--- config.mk ---
export PLATFORM = sky130hd
export DESIGN_NAME = fifo_rd_stream
export DESIGN_NICKNAME = d
export VERILOG_FILES = /design/src/rtl/fifo_rd_stream.sv
export SDC_FILE = /design/constraint.sdc
export NUM_CORES = 1
export LEC_CHECK = 0
export BUFFER_PORTS_ARGS = -buffer_cell sky130_fd_sc_hd__buf_2
export CAP_MARGIN = 10
export CORE_UTILIZATION = 46
export DETAILED_ROUTE_END_ITERATION = 6
export MAX_ROUTING_LAYER = met4
export PLACE_DENSITY = 0.84
export SYNTH_ARGS = -nofsm -noshare
export SYNTH_HDL_FRONTEND = slang
export SYNTH_SLANG_ARGS = --single-unit
--- constraint.sdc ---
create_clock -name clk -period 1.6 [get_ports clk]
set_input_delay 0.08 -clock clk [delete_from_list [all_inputs] [get_ports clk]]
set_output_delay 0.08 -clock clk [all_outputs]
set_load 0.03 [all_outputs]
--- src/rtl/fifo_rd_stream.sv ---
`default_nettype none
// ============================================================================
// Module   : fifo_rd_stream
// Purpose  : Read-side drain stage for the async FIFO. Pops words with the
//            rempty/r_inc pair and presents them on a registered valid/ready
//            stream through a 2-entry skid buffer (main + skid registers).
//            r_inc depends only on state and rempty, never on out_ready.
// Ports    : clk        read-domain clock
//            rst        asynchronous active-high reset
//            rempty     FIFO empty flag
//            r_data     FIFO read data (valid while rempty=0)
//            r_inc      FIFO pop strobe
//            out_valid  stream valid (registered)
//            out_ready  consumer ready
//            out_data   stream data (registered, main register)
//            out_par    even parity of out_data (FIFO_RD_STREAM_PARITY_EN only)
//            level      words held, 0..2 (registered)
// Options  : `define FIFO_RD_STREAM_PARITY_EN adds per-entry parity and out_par
// Revision : 1.0 - initial release
// ============================================================================
module fifo_rd_stream #(
  parameter int DATA_WIDTH = 8
) (
  input  logic                  clk,
  input  logic                  rst,
  input  logic                  rempty,
  input  logic [DATA_WIDTH-1:0] r_data,
  output logic                  r_inc,
  output logic                  out_valid,
  input  logic                  out_ready,
  output logic [DATA_WIDTH-1:0] out_data,
`ifdef FIFO_RD_STREAM_PARITY_EN
  output logic                  out_par,
`endif
  output logic [1:0]            level
);

  typedef enum logic [1:0] {
    ST_EMPTY = 2'd0,
    ST_HALF  = 2'd1,
    ST_FULL  = 2'd2
  } state_t;

  state_t                state_q, state_d;
  logic                  valid_q, valid_d;
  logic [1:0]            level_q, level_d;
  logic [DATA_WIDTH-1:0] main_q, main_d;
  logic [DATA_WIDTH-1:0] skid_q, skid_d;

  logic push;
  logic pop;
  // Load selects shared by the data and parity storage so both always move
  // together.
  logic main_from_rd;
  logic main_from_skid;
  logic skid_from_rd;

  // Pop strobe never looks at out_ready; it only needs to know a slot is free.
  assign r_inc = !rst && !rempty && (state_q != ST_FULL);
  assign push  = r_inc;
  assign pop   = valid_q && out_ready;

  always_comb begin
    state_d        = state_q;
    main_from_rd   = 1'b0;
    main_from_skid = 1'b0;
    skid_from_rd   = 1'b0;
    case (state_q)
      ST_EMPTY: begin
        if (push) begin
          main_from_rd = 1'b1;
          state_d      = ST_HALF;
        end
      end
      ST_HALF: begin
        if (push && pop) begin
          main_from_rd = 1'b1;
        end else if (push) begin
          skid_from_rd = 1'b1;
          state_d      = ST_FULL;
        end else if (pop) begin
          state_d      = ST_EMPTY;
        end
      end
      ST_FULL: begin
        if (pop) begin
          main_from_skid = 1'b1;
          state_d        = ST_HALF;
        end
      end
      default: state_d = ST_EMPTY;
    endcase
  end

  always_comb begin
    main_d = main_q;
    skid_d = skid_q;
    if (main_from_rd)   main_d = r_data;
    if (main_from_skid) main_d = skid_q;
    if (skid_from_rd)   skid_d = r_data;
    valid_d = (state_d != ST_EMPTY);
    case (state_d)
      ST_HALF: level_d = 2'd1;
      ST_FULL: level_d = 2'd2;
      default: level_d = 2'd0;
    endcase
  end

  always_ff @(posedge clk or posedge rst) begin
    if (rst) begin
      state_q <= ST_EMPTY;
      valid_q <= 1'b0;
      level_q <= 2'd0;
      main_q  <= '0;
      skid_q  <= '0;
    end else begin
      state_q <= state_d;
      valid_q <= valid_d;
      level_q <= level_d;
      main_q  <= main_d;
      skid_q  <= skid_d;
    end
  end

  assign out_valid = valid_q;
  assign out_data  = main_q;
  assign level     = level_q;

`ifdef FIFO_RD_STREAM_PARITY_EN
  // Parity is captured at push and travels with its word, so out_par stays
  // aligned with out_data across the skid-to-main move.
  logic par_main_q, par_main_d;
  logic par_skid_q, par_skid_d;

  always_comb begin
    par_main_d = par_main_q;
    par_skid_d = par_skid_q;
    if (main_from_rd)   par_main_d = ^r_data;
    if (main_from_skid) par_main_d = par_skid_q;
    if (skid_from_rd)   par_skid_d = ^r_data;
  end

  always_ff @(posedge clk or posedge rst) begin
    if (rst) begin
      par_main_q <= 1'b0;
      par_skid_q <= 1'b0;
    end else begin
      par_main_q <= par_main_d;
      par_skid_q <= par_skid_d;
    end
  end

  assign out_par = par_main_q;
`endif

endmodule
`default_nettype wire

==> summary.txt, run 1 <==
Run status
  • Outcome: finished clean

Timing
  • Fin. Hold Viols: 0
  • F_max: 0.667 GHz
  • Worst Skew: 0.00227 ns
  • Worst Tran Pin Value: 0.290 ns
  • Max-slew headroom: 80.6%
  • Finish-stage setup viols: 0
  • Pins Over Slew Limit: 0
  • Unrepaired setup endpoints after global routing: no
  • Min Tclk post-route: 1.50 ns
  • Fin crit share: 93.7%

Clock network
  • Clk slew on worst S/H paths: 0.11 ns
  • CTS tree: yes
  • Clock sink total: 21
  • Root Buffer: clkbuf_4
  • Post-CTS setup buffer count: 0
  • Num CTS Buffers: 3
  • H-tree Lvls: 1
  • Worst-Skew Late Latency: 0.30 ns
  • Clock Tree Buf Depth: 2

Worst setup path
  • Worst R2R Setup Slack: 0.10 ns
  • Critical Path AT: 1.70 ns
  • CP Max Fanout: 5
  • Type of origin of the critical path: register
  • CP required: 1.80 ns
  • CP Capture Type: register
  • R2R Path Start: state_q[0]$_DFF_PP0_
  • RR Endpoint: out_data[3]$_DFFE_PP0P_
  • R2R depth: 4
  • Crit path kind: reg -> reg

Layout
  • Layout cells sized above 1: 64.6%
  • Layout Nets: 109
  • Register area: 528 um2
  • Commonest cells after routing, fill and taps aside: buf_2, dfrtp_1, mux2_2
  • Area delta synth->final: 24.8%
  • Commonest non-fill, non-tap cell in the layout: buf_2
  • Area of the multi-input gates: 438 um2
  • Util after Layout: 61.5%
  • Ant diodes: 0
  • Filler cell count: 179

Global routing
  • Initial antenna violation count: 0
  • Global-route wire length before repair: 2500 um
  • Vias in the first global route: 587
  • GRT Util Overall: 17.3%
  • Largest net degree at the start of global routing: 17
  • Congestion Overflow GR: 0

Drt
  • DRC: 0
  • Drt initial violations: 6
  • Detailed Route WL: 1650 um
  • Via density per instance: 4.82
  • Pre-antenna DRT Iters: 3
  • Via count: 593
  • ANT nets after route: 0
  • Wire per inst: 13.4 um

Floorplanning
  • IO Pins: 24
  • Row count: 16
  • Die X: 47.9 um
  • Core Box Area: 1960 um2
  • Die area: 2290 um2
  • Die H: 47.9 um
  • Starting Density: 49.3%

Power and ir drop
  • P_leak: 0.000610 uW
  • Tot Pwr: 2180 uW
  • Net Switching: 840 uW
  • PD cells: 1810 nW/um2
  • Peak supply drop: 0.990 mV
  • Logic gate share of total power: 44.7%
  • Seq pwr share: 43.9%
  • Clk pwr share: 11.4%
  • Sw Share: 38.5%
  • Pint: 1340 uW

Place
  • IO Port Bufs: 23
  • GPL Wtd Cong: 0.836

Synthesis
  • Yosys cell types: 17
  • Synth area leader: dfrtp_1
  • Netlist Area Pre-Place: 967 um2
  • Ys flop type: dfrtp_1
  • Cells taking the most area after synthesis: dfrtp_1, mux2_2, mux2_4
  • Post-synth ARST share: 100%
  • Post-synth EDFFs: 0
  • Mapped Cells: 63
  • Avg Inst Size Synth: 15.4 um2
  • YS warnings: 0
  • Top-area cell type share of the netlist area: 54.3%
  • Post-Syn Nets: 75
  • Yosys reg bits: 21
  • Sequential area share after synthesis: 54.3%

Hold path
  • Cell depth of the worst hold path: 2
  • Hold Crit Endpoint: skid_q[6]$_DFFE_PP0P_
  • Hold_sp: r_data[6]
  • Hold Crit Class: in -> reg

Flow run
  • Max-cap violation count: 0
## layer usage
layer | track usage, % | vias to the layer above | wire length (um)
met1 | 19.9 | 283 | 690
li1 | - | 289 | -
met3 | 6.79 | 4 | 85
met4 | 6.67 | 0 | 29
met2 | 27.0 | 17 | 848
met5 | - | - | 0
## kinds of logic (layout without fill, tap and decap cells)
logic type | count (synthesis) | in the layout | share of synthesized area (%)
multiplexers | 24 | 24 | 31.0
AO/OA/AOI/OAI | 6 | 6 | 6.34
AND/OR/NAND/NOR | 8 | 8 | 5.31
flip-flops | 21 | 21 | 54.3
XOR/XNOR | 1 | 1 | 0.906
buffers and inverters | 3 | 36 | 2.07
## sequential cells by signal, indices dropped and copies added (netlist names)
name / cells
out_data: 8
level: 2
skid_q: 8
state_q: 2
out_valid: 1
## worst max-delay path by stage
stage	start	endpoint	slack, ns
finish	state_q[0]$_DFF_PP0_	out_data[3]$_DFFE_PP0P_	0.10
global route	state_q[0]$_DFF_PP0_	out_data[1]$_DFFE_PP0P_	0.06
CTS	state_q[0]$_DFF_PP0_	out_data[1]$_DFFE_PP0P_	0.01
detailed placement	state_q[1]$_DFF_PP0_	out_data[3]$_DFFE_PP0P_	0.01
global placement	state_q[1]$_DFF_PP0_	out_data[2]$_DFFE_PP0P_	0.07
floorplan	out_valid$_DFF_PP0_	out_data[0]$_DFFE_PP0P_	-0.04
## power groups by stage
stage / Sequential [uW] / Clock (uW) / Combinational (uW)
floorplan: 1210 / 0 / 429
global placement: 944 / 0 / 954
detailed placement: 959 / 0 / 980
CTS: 952 / 269 / 981
global route: 991 / 285 / 1050
finish: 958 / 249 / 975
## through the flow
stage | setup slack [ns] | hold slack [ns] | instance area (um2) | instances | setup TNS (ns)
after floorplan | -0.0398 | 0.0565 | 976 | 63 | -0.278
after global placement | 0.0744 | 0.0293 | 1160 | 118 | 0
after detailed placement | 0.0110 | 0.0374 | 1160 | 118 | 0
after CTS | 0.0110 | 0.00401 | 1200 | 123 | 0
after global routing | 0.0643 | 0.0113 | 1210 | 123 | 0
final | 0.101 | 0.0173 | 1210 | 123 | 0
## cell usage after synthesis (2+ instances only)
| master | number |
|---|---|
| nand2_1 | 2 |
| dfrtp_1 | 21 |
| o21ai_0 | 3 |
| nor2_1 | 2 |
| mux2_2 | 16 |
| mux2_4 | 8 |
## worst max-delay path, stage by stage, from the launching register on
cell	delay, ns
dfrtp_1	0.42
nand4b_4	0.22
buf_4	0.20
mux2_4	0.29
mux2_2	0.26
## repair_timing
action	CTS	global route
gates resized for setup	1	1
endpoints found under the hold margin	21	0
pin swaps	0	1
hold buffers	1	0
endpoints found under the setup margin	5	7
## layout make-up
type,instances,area share [%]
sequential,21,43.7
inverter,1,0.311
multi-input combinational,39,36.3
timing repair buffer,31,14.7
clock buffer,4,2.18
tap,27,2.80
Power figures use the tool's default switching activity.
==> run 2, diff against run 1 <==
Settings changed: ABC_AREA set to 1.
==> run 2 against run 1 <==
  * Register-to-register slack better by 0.20 ns
  * Critical path depth is 2 higher
  * Critical path type is now in -> out
  * Critical endpoint is now r_inc
  * First-iteration DRC count grew to 5.3 times the previous value
==> summary.txt, run 2 <==
Global routing
  • Grt peak-use layer: met2 (unchanged)
  • Largest net degree at the start of global routing: 22 (was 17)
  • Grt met3 use: 6.30% (was 6.79%)
  • GRT Util Overall: 20.5% (was 17.3%)
  • Met2 Use GR: 28.5% (was 27.0%)
  • Initial antenna violation count: 0 (unchanged)
  • Congestion Overflow GR: 0 (unchanged)
  • Met1 Usage GRT: 25.8% (was 19.9%)
  • Global-route wire length before repair: 3100 um (was 2500 um)
  • Vias in the first global route: 709 (was 587)

Layout
  • Ant diodes: 0 (unchanged)
  • Finished Cell Area: 1220 um2 (was 1210 um2)
  • Layout Nets: 170 (was 109)
  • Filler cell count: 157 (was 179)
  • Util after Layout: 61.8% (was 61.5%)
  • Commonest non-fill, non-tap cell in the layout: nand2_1 (was buf_2)
  • Layout cells sized above 1: 22.3% (was 64.6%)
  • Commonest cells after routing, fill and taps aside: nand2_1, buf_2, dfrtp_1 (was buf_2, dfrtp_1, mux2_2)
  • Area delta synth->final: 24.9% (was 24.8%)

Drt
  • Via density per instance: 4.88 (was 4.82)
  • ANT nets after route: 0 (unchanged)
  • Drt initial violations: 32 (was 6)
  • Pre-antenna DRT Iters: 4 (was 3)
  • Wire per inst: 11.3 um (was 13.4 um)
  • Via count: 898 (was 593)
  • Detailed Route WL: 2080 um (was 1650 um)
  • DRC: 0 (unchanged)

Floorplanning
  • Die H: 48.2 um (was 47.9 um)
  • Starting Density: 49.5% (was 49.3%)
  • Die area: 2320 um2 (was 2290 um2)
  • Row count: 16 (unchanged)
  • IO Pins: 24 (unchanged)
  • Die X: 48.2 um (was 47.9 um)
  • Core Box Area: 1980 um2 (was 1960 um2)

Timing
  • Setup TNS: 0 ns (unchanged)
  • Worst Skew: 0.00175 ns (was 0.00227 ns)
  • Worst Tran Pin Value: 0.775 ns (was 0.290 ns)
  • Finish-stage setup viols: 0 (unchanged)
  • Min Tclk post-route: 1.38 ns (was 1.50 ns)
  • Unrepaired setup endpoints after global routing: no (unchanged)
  • Fin. Hold Viols: 0 (unchanged)
  • Pins Over Slew Limit: 0 (unchanged)
  • Max-slew headroom: 48.3% (was 80.6%)
  • F_max: 0.727 GHz (was 0.667 GHz)
  • Fin crit share: 86.0% (was 93.7%)

Power and ir drop
  • P_leak: 0.000738 uW (was 0.000610 uW)
  • Peak supply drop: 0.888 mV (was 0.990 mV)
  • PD cells: 1730 nW/um2 (was 1810 nW/um2)

Synthesis
  • Top-area cell type share of the netlist area: 53.6% (was 54.3%)
  • Most frequent cell after synthesis: nand2_1 (was dfrtp_1)
  • Post-synth ARST share: 100% (unchanged)
  • Sequential area share after synthesis: 53.6% (was 54.3%)
  • Yosys cell types: 12 (was 17)
  • Mapped Cells: 123 (was 63)
  • Commonest cells in the netlist: nand2_1, dfrtp_1, nand3_1 (was dfrtp_1, mux2_2, mux2_4)
  • Synth area leader: dfrtp_1 (unchanged)
  • YS warnings: 0 (unchanged)
  • Netlist Area Pre-Place: 981 um2 (was 967 um2)
  • Cells taking the most area after synthesis: dfrtp_1, nand2_1, nand3_1 (was dfrtp_1, mux2_2, mux2_4)
  • Ys flop type: dfrtp_1 (unchanged)
  • Post-Syn Nets: 135 (was 75)
  • Avg Inst Size Synth: 7.98 um2 (was 15.4 um2)
  • Yosys reg bits: 21 (unchanged)
  • Post-synth EDFFs: 0 (unchanged)

Worst setup path
  • CP required: 1.52 ns (was 1.80 ns)
  • R2R depth: 6 (was 4)
  • RR Endpoint: out_valid$_DFF_PP0_ (was out_data[3]$_DFFE_PP0P_)
  • R2R Path Start: state_q[1]$_DFF_PP0_ (was state_q[0]$_DFF_PP0_)
  • Type of origin of the critical path: input port (was register)
  • Crit path kind: in -> out (was reg -> reg)
  • CP Capture Type: output port (was register)
  • Worst R2R Setup Slack: 0.30 ns (was 0.10 ns)
  • Critical Path AT: 1.30 ns (was 1.70 ns)
  • CP Max Fanout: 3 (was 5)

Place
  • IO Port Bufs: 23 (unchanged)
  • GPL Wtd Cong: 0.818 (was 0.836)
  • Hpwl dp: 1430 um
  • Cell Area, Placed: 1120 um2 (was 1160 um2)

Clock network
  • Worst-Skew Late Latency: 0.31 ns (was 0.30 ns)
  • Clock sink total: 21 (unchanged)
  • Post-CTS setup buffer count: 0 (unchanged)
  • Root Buffer: clkbuf_4 (unchanged)
  • CTS tree: yes (unchanged)
  • Clk slew on worst S/H paths: 0.11 ns (about the same)
  • Num CTS Buffers: 3 (unchanged)
  • H-tree Lvls: 1 (unchanged)
  • Clock Tree Buf Depth: 2 (unchanged)

Hold path
  • Hold Crit Class: in -> reg (unchanged)
  • Hold Crit Endpoint: skid_q[6]$_DFFE_PP0P_ (unchanged)
  • Hold_sp: r_data[6] (unchanged)
  • Cell depth of the worst hold path: 3 (was 2)

Run status
  • Outcome: finished clean (unchanged)

Flow run
  • Max-cap violation count: 0 (unchanged)
==> run 2: cell count changes in the layout (fill, tap and decap cells not counted), moves of 6 or more <==
cell	delta
nand2_1	+59
buf_4	-7
mux2_2	-16
dlygate4sd3_1	+7
inv_1	+6
nand3_1	+18
mux2_4	-8
==> run 2: worst max-delay path by stage <==
| stage | startpoint | to | slack, ns | cells past startpoint |
|---|---|---|---|---|
| after floorplan | out_valid$_DFF_PP0_ | out_data[0]$_DFFE_PP0P_ | 0.30 | 8 |
| after global placement | out_valid$_DFF_PP0_ | out_valid$_DFF_PP0_ | 0.37 | 6 |
| after detailed placement | state_q[1]$_DFF_PP0_ | out_valid$_DFF_PP0_ | 0.34 | 6 |
| after CTS | rst | r_inc | 0.23 | 6 |
| after global routing | rst | r_inc | 0.08 | 6 |
| final | rst | r_inc | 0.22 | 6 |
==> run 2: layer usage <==
metal  part of all wire, %  up-vias
li1                      -      448
met1                    43      418
met2                    50       26
met3                   5.2        6
met4                   1.9        0
met5                     0        -
==> run 2: cells by family (layout without fill, tap and decap cells) <==
| family | after synthesis | after routing | synth area share, % |
|---|---|---|---|
| and+or+nand+nor | 91 | 91 | 41.5 |
| buffers and inverters | 11 | 45 | 4.97 |
| DFF | 21 | 21 | 53.6 |
==> run 2: critical path, cell delays in order <==
cell           delay, ns
dlygate4sd3_1       0.53
buf_2               0.12
nor2_1              0.19
inv_1               0.09
nor2_1              0.09
buf_2               0.20
==> run 2: what timing repair did <==
action	in CTS	in global routing
hold buffers	8	0
gates resized for setup	0	0
endpoints found under the hold margin	28	0
==> run 2: stage by stage <==
stage | hold slack, ns | setup WS, ns | cells | total power, uW
after CTS | 0.00927 | 0.230 | 184 | 2130
after detailed placement | 0.270 | 0.343 | 172 | 1860
after floorplan | 0.0565 | 0.296 | 123 | 1600
final | 0.0339 | 0.224 | 184 | 2120
after global routing | 0.0315 | 0.0758 | 184 | 2290
after global placement | 0.260 | 0.373 | 172 | 1810
==> run 2: layout make-up <==
type / instances / area [um2] / area share [%]
Sequential cell: 21 / 526 / 42.9
Multi-Input combinational cell: 91 / 407 / 33.2
Timing Repair Buffer: 31 / 195 / 15.9
Inverter: 10 / 37.5 / 3.06
Tap cell: 27 / 33.8 / 2.76
Clock buffer: 4 / 26.3 / 2.15
==> run 2: report_power, final <==
| part | internal (uW) | total (uW) | leakage (uW) | switching (uW) |
|---|---|---|---|---|
| Combinational | 280 | 933 | 0.000459 | 654 |
| Clock | 97.6 | 258 | 0.0000150 | 160 |
| Sequential | 781 | 932 | 0.000264 | 152 |
| Total | 1160 | 2120 | 0.000738 | 966 |
